$ cat src/rtl/ysyx_23060184_hazard_scoreboard_pkg.sv
// ysyx_23060184_hazard_scoreboard_pkg: shared forwarding encodings and redirect FSM states
package ysyx_23060184_hazard_scoreboard_pkg;
  localparam int FWD_WIDTH = 2;
  localparam logic [FWD_WIDTH-1:0] FWD_RF = 2'd0;
  localparam logic [FWD_WIDTH-1:0] FWD_M = 2'd1;
  localparam logic [FWD_WIDTH-1:0] FWD_W = 2'd2;
  typedef enum logic {RDR_IDLE = 1'b0, RDR_WAIT = 1'b1} rdr_state_t;
endpackage

$ cat src/rtl/ysyx_23060184_reg_scoreboard.sv
// ysyx_23060184_reg_scoreboard: per-register pending-load bits with an inflight counter
module ysyx_23060184_reg_scoreboard
  import ysyx_23060184_hazard_scoreboard_pkg::*;
#(
  parameter int NR_REGS = 32,
  parameter int REG_W = 5,
  parameter int MAX_INFLIGHT = 2,
  localparam int IF_W = $clog2(MAX_INFLIGHT + 1)
) (
  input  logic             clock,
  input  logic             reset,
  input  logic             set_valid,
  input  logic [REG_W-1:0] set_rd,
  input  logic             clr_valid,
  input  logic [REG_W-1:0] clr_rd,
  input  logic [REG_W-1:0] look_a,
  input  logic [REG_W-1:0] look_b,
  output logic             pend_a,
  output logic             pend_b,
  output logic             full
);
  logic [NR_REGS-1:0] pend;
  logic [IF_W-1:0] inflight;
  logic set, clr;
  assign set = set_valid & (set_rd != '0);
  assign clr = clr_valid & pend[clr_rd];
  assign pend_a = pend[look_a];
  assign pend_b = pend[look_b];
  assign full = inflight == IF_W'(MAX_INFLIGHT);
  // clear first so a same-register set in the same cycle wins; the +1/-1 then cancel
  always_ff @(posedge clock) begin
    if (reset) begin
      pend <= '0;
      inflight <= '0;
    end else begin
      if (clr) pend[clr_rd] <= 1'b0;
      if (set) pend[set_rd] <= 1'b1;
      inflight <= inflight + IF_W'(set) - IF_W'(clr);
    end
  end
endmodule

$ cat src/rtl/ysyx_23060184_hazard_scoreboard.sv
// ysyx_23060184_hazard_scoreboard: load-use/capacity stalls, forwarding and redirect flush control
module ysyx_23060184_hazard_scoreboard
  import ysyx_23060184_hazard_scoreboard_pkg::*;
#(
  parameter int NR_REGS = 32,
  parameter int REG_W = 5,
  parameter int MAX_INFLIGHT = 2,
  parameter int CNT_W = 32
) (
  input  logic                 clock,
  input  logic                 reset,
  input  logic [REG_W-1:0]     rs1_d,
  input  logic [REG_W-1:0]     rs2_d,
  input  logic                 rs2_d_valid,
  input  logic [REG_W-1:0]     rs1_e,
  input  logic [REG_W-1:0]     rs2_e,
  input  logic [REG_W-1:0]     rd_e,
  input  logic                 load_e,
  input  logic                 issue_e,
  input  logic [REG_W-1:0]     rd_m,
  input  logic                 reg_write_m,
  input  logic [REG_W-1:0]     rd_w,
  input  logic                 reg_write_w,
  input  logic                 lsu_resp_valid,
  input  logic [REG_W-1:0]     lsu_resp_rd,
  input  logic                 redirect_e,
  input  logic                 ifu_redirect_ready,
  output logic                 stall_f,
  output logic                 stall_d,
  output logic                 stall_e,
  output logic                 flush_d,
  output logic                 flush_e,
  output logic [FWD_WIDTH-1:0] fwd_a_e,
  output logic [FWD_WIDTH-1:0] fwd_b_e,
  output logic                 sb_full,
  output logic [CNT_W-1:0]     load_stall_cnt
);
  rdr_state_t state;
  logic pend_a, pend_b, hit_a, hit_b, luse, cap, active;
  ysyx_23060184_reg_scoreboard #(
    .NR_REGS(NR_REGS), .REG_W(REG_W), .MAX_INFLIGHT(MAX_INFLIGHT)
  ) u_sb (
    .clock(clock), .reset(reset),
    .set_valid(load_e & issue_e), .set_rd(rd_e),
    .clr_valid(lsu_resp_valid), .clr_rd(lsu_resp_rd),
    .look_a(rs1_d), .look_b(rs2_d),
    .pend_a(pend_a), .pend_b(pend_b), .full(sb_full)
  );
  function automatic logic [FWD_WIDTH-1:0] fwd_sel(input logic [REG_W-1:0] rs);
    return (reg_write_m & rs != '0 & rs == rd_m) ? FWD_M :
           (reg_write_w & rs != '0 & rs == rd_w) ? FWD_W : FWD_RF;
  endfunction
  // the load_e term covers the issue cycle, before the pending bit is registered
  always_comb begin
    active = redirect_e | (state == RDR_WAIT);
    hit_a = (rs1_d != '0) & (pend_a | (load_e & rd_e == rs1_d));
    hit_b = (rs2_d != '0) & (pend_b | (load_e & rd_e == rs2_d));
    luse = ~active & (hit_a | (rs2_d_valid & hit_b));
    cap = load_e & sb_full & ~lsu_resp_valid;
    stall_f = active ? ~ifu_redirect_ready : (luse | cap);
    stall_d = ~active & (luse | cap);
    stall_e = cap;
    flush_d = active;
    flush_e = active | (luse & ~cap);
    fwd_a_e = fwd_sel(rs1_e);
    fwd_b_e = fwd_sel(rs2_e);
  end
  always_ff @(posedge clock) begin
    if (reset) begin
      state <= RDR_IDLE;
      load_stall_cnt <= '0;
    end else begin
      state <= (state == RDR_IDLE) ? ((redirect_e & ~ifu_redirect_ready) ? RDR_WAIT : RDR_IDLE)
                                   : (ifu_redirect_ready ? RDR_IDLE : RDR_WAIT);
      if (luse & ~&load_stall_cnt) load_stall_cnt <= load_stall_cnt + 1'b1;
    end
  end
endmodule

$ cat config.mk
export PLATFORM = sky130hd
export DESIGN_NAME = ysyx_23060184_hazard_scoreboard
export DESIGN_NICKNAME = d
export VERILOG_FILES = /design/src/rtl/ysyx_23060184_hazard_scoreboard_pkg.sv /design/src/rtl/ysyx_23060184_reg_scoreboard.sv /design/src/rtl/ysyx_23060184_hazard_scoreboard.sv
export SDC_FILE = /design/constraint.sdc
export NUM_CORES = 1
export LEC_CHECK = 0
export BUFFER_PORTS_ARGS = -buffer_cell sky130_fd_sc_hd__buf_2
export CORE_UTILIZATION = 50
export CTS_CLUSTER_DIAMETER = 150
export CTS_CLUSTER_SIZE = 20
export DETAILED_ROUTE_END_ITERATION = 8
export GPL_TIMING_DRIVEN = 0
export PLACE_DENSITY = 0.83
export SETUP_SLACK_MARGIN = 0.05
export SLEW_MARGIN = 20
export SYNTH_ARGS = -nofsm -noshare
export SYNTH_HDL_FRONTEND = slang
export SYNTH_SLANG_ARGS = --single-unit
$ cat constraint.sdc
create_clock -name clock -period 2.4 [get_ports clock]
set_input_delay 0.36 -clock clock [delete_from_list [all_inputs] [get_ports clock]]
set_output_delay 0.36 -clock clock [all_outputs]
set_load 0.03 [all_outputs]
==> results.cfg <==
[critical_path]
cp-end-kind = output pin
required_ns = 2.04
critical_path_arrival_ns = 2.59
crit_type = reg -> out
crit_path_max_fanout = 10
setup.worst_path.start_class = flop

[timing]
setup_slack_ns = -0.551
hold_slack_ns = 0.216
hold_violations = 0
max_slew_margin_pct = 40.1
fmax_mhz = 339
fin_skew_ns = 0.0155
rsz0062_at_grt = true
finalCritPeriodShare_pct = 123
period_needed_ns = 2.95
slew_viol_final = 0
worst_slew_pin_slew_ns = 0.886
setup_viol = 46

[power]
leakagePower_nw = 2.20
peakVddDrop_v = 0.000258
p_int_mw = 1.87
switching_share_pct = 31.8
p_seq_share_pct = 41.2
netSwitchingPower_mw = 0.871
p_per_area_mw_per_mm2 = 441
clock_power_share_pct = 36.1
comb_power_share_pct = 22.7

[finish]
utilization_pct = 74.0
diodes = 0
drive_above_1_share_pct = 45.1
area_delta_synth_final_pct = 40.1
fin_nets = 711
fin_area_mm2 = 0.00620

[routing]
maxUsedRoutingLayer = met4
wl_met2_um = 8550
wl_met1_um = 6300
vias = 5559
route.detailed.drc = 0
wl_met3_um = 2370
drt_iter0_markers = 1001
viasPerCell = 7.24
drt-total-wl_um = 18600
antenna_left = 0
drt_pass1_iterations = 9
wire_per_inst_um = 24.3

[synth]
synthesis.area_mm2 = 0.00443
ys_warn_count = 0
syn_nets = 589
synthTopCellsByArea = dfxtp_1, mux4_2, a21oi_1
synthCells = 536
synth_flop_cell = dfxtp_1
synth.largest_area_cell = dfxtp_1
seq_area_frac_synth_pct = 30.3
async_flop_share_pct = 0
yosysUniqueCellTypes = 48
yosys.area.top_type_share_pct = 30.3
ys_ff_latch = 67
synth_edf_count = 0
synth.avg_cell_area_um2 = 8.26

[run_status]
violations = negative setup slack
status = finished, violations left

[grt]
antenna_found_initial = 0
grt_pass1_vias = 4667
grt_max_degree = 13
grt_pass1_wl_um = 22700
gr-total-overflow = 0
grt_usage_pct = 32.5

[cts]
cts_buffers = 9
path_clk_slew_ns = 0.07
htreeDepth = 3
cts_tree = done
cts-root-buf = clkbuf_8
clock_latency_ns = 0.37
clock_tree.buffer_depth = 2
clock-sinks = 67

[floorplan]
ioPinCount = 92
fp.dieW_um = 96.1
core_mm2 = 0.00838
start_util_pct = 52.8
die_area_mm2 = 0.00924
row_count = 33
fp.dieH_um = 96.1

[placed_design]
post-dp-hpwl_um = 10000
gp_congestion = 1.01
portBuffers = 85
dpl-instance-area_mm2 = 0.00508

[worst_hold_path]
hp-class = in -> reg

[run]
max_cap_viol_count = 0
cell usage in the layout, fill, tap and decap left out, drive strengths merged, types with 6 or more instances in the layout:
cell type,netlist,layout
a21oi,65,65
a22oi,8,8
buf,18,132
clkbuf,14,22
dfxtp,67,67
inv,16,16
mux2i,17,17
mux4,16,16
nand2,57,57
nand2b,6,6
nand3,23,23
nand4,11,11
nor2,25,25
nor2b,9,9
nor3,8,8
nor4,8,8
o21ai,35,35
o31ai,27,27
or4,30,30
xnor2,19,19
xor2,13,13
path summary, 6_finish.rpt:
path | startpoint | endpoint | slack, ns | cells past startpoint
max | u_sb.pend[17] | flush_e | -0.55 | 10
min | ifu_redirect_ready | state | 0.22 | 2
max reg2reg | u_sb.pend[17] | load_stall_cnt[3] | -0.49 | 11
min reg2reg | u_sb.pend[20] | u_sb.pend[20] | 0.50 | 2
cells in the mapped netlist, types with 4 or more instances:
cell type,count
a21oi_1,65
a22oi_1,7
and3_1,4
and4_1,4
buf_2,8
buf_6,5
clkbuf_1,14
dfxtp_1,67
inv_1,16
mux2i_1,17
mux4_2,16
nand2_1,57
nand2b_1,6
nand3_1,22
nand3b_1,5
nand4_1,11
nor2_1,25
nor2b_1,9
nor3_1,8
nor4_1,8
o21ai_0,35
o22ai_1,4
o31ai_1,27
or3_1,5
or4_1,29
xnor2_1,19
xor2_1,13
power groups by stage:
stage	registers, mW	clock network, mW	logic, mW
after global placement	1.15	0	0.425
after global routing	1.13	1.00	0.647
after CTS	1.13	0.950	0.518
after detailed placement	1.15	0	0.435
after floorplan	1.16	0	0.280
final	1.13	0.990	0.621
per-layer routing:
| layer | global-route usage (%) | vias to the layer above |
|---|---|---|
| met5 | 0 | - |
| met4 | 16.3 | 0 |
| met3 | 7.42 | 196 |
| met2 | 53.5 | 573 |
| met1 | 39.6 | 2531 |
| li1 | - | 2259 |
logic make-up after synthesis:
kind of cell               Yosys count  synth area share, %
buffers and inverters               48                 5.59
xor gates and xnor gates            32                 6.33
muxes                               35                 12.5
adders and majority gates            3                0.848
DFF                                 67                 30.3
and+or+nand+nor                    202                 24.6
AOI/OAI and AO/OA                  149                 19.8
area by class of cell:
| type | count | area [um^2] |
|---|---|---|
| Clock inverter | 5 | 53.8 |
| Timing Repair Buffer | 111 | 698 |
| Sequential cell | 67 | 1390 |
| Tap cell | 105 | 131 |
| Inverter | 16 | 60.1 |
| Clock buffer | 11 | 141 |
| Buffer | 32 | 288 |
| Fill cell | 528 | 2180 |
| Multi-Input combinational cell | 421 | 3440 |
critical path: stages, from the launching register on:
cell,delay (ns)
dfxtp_1,0.39
mux2i_1,0.13
a22oi_1,0.30
a21oi_1,0.13
nor4_2,0.33
a31oi_2,0.12
o21ba_4,0.27
buf_6,0.14
buf_8,0.14
o21ai_4,0.12
buf_6,0.14
stage by stage:
stage | std cells | setup WS (ns) | power [mW] | setup TNS (ns)
CTS | 754 | -0.375 | 2.60 | -4.35
global placement | 726 | -0.416 | 1.58 | -11.67
detailed placement | 726 | -0.493 | 1.59 | -15.90
finish | 768 | -0.551 | 2.74 | -10.51
floorplan | 536 | -0.0804 | 1.44 | -0.170
global route | 768 | -0.629 | 2.78 | -13.57
flip-flops by register name, indices dropped and copies added, names as in the netlist:
name            count
u_sb.inflight       2
state               1
load_stall_cnt     32
u_sb.pend          32
repair_timing:
action / in CTS / in global routing
endpoints found under the setup margin: 37 / 60
pin swaps: 61 / 33
resized for setup: 66 / 135
endpoints found under the hold margin: 0 / 0
setup buffers: 9 / 17
gates cloned: 3 / 0
hold buffers: 0 / 0
(Power assumes the default switching activity.)
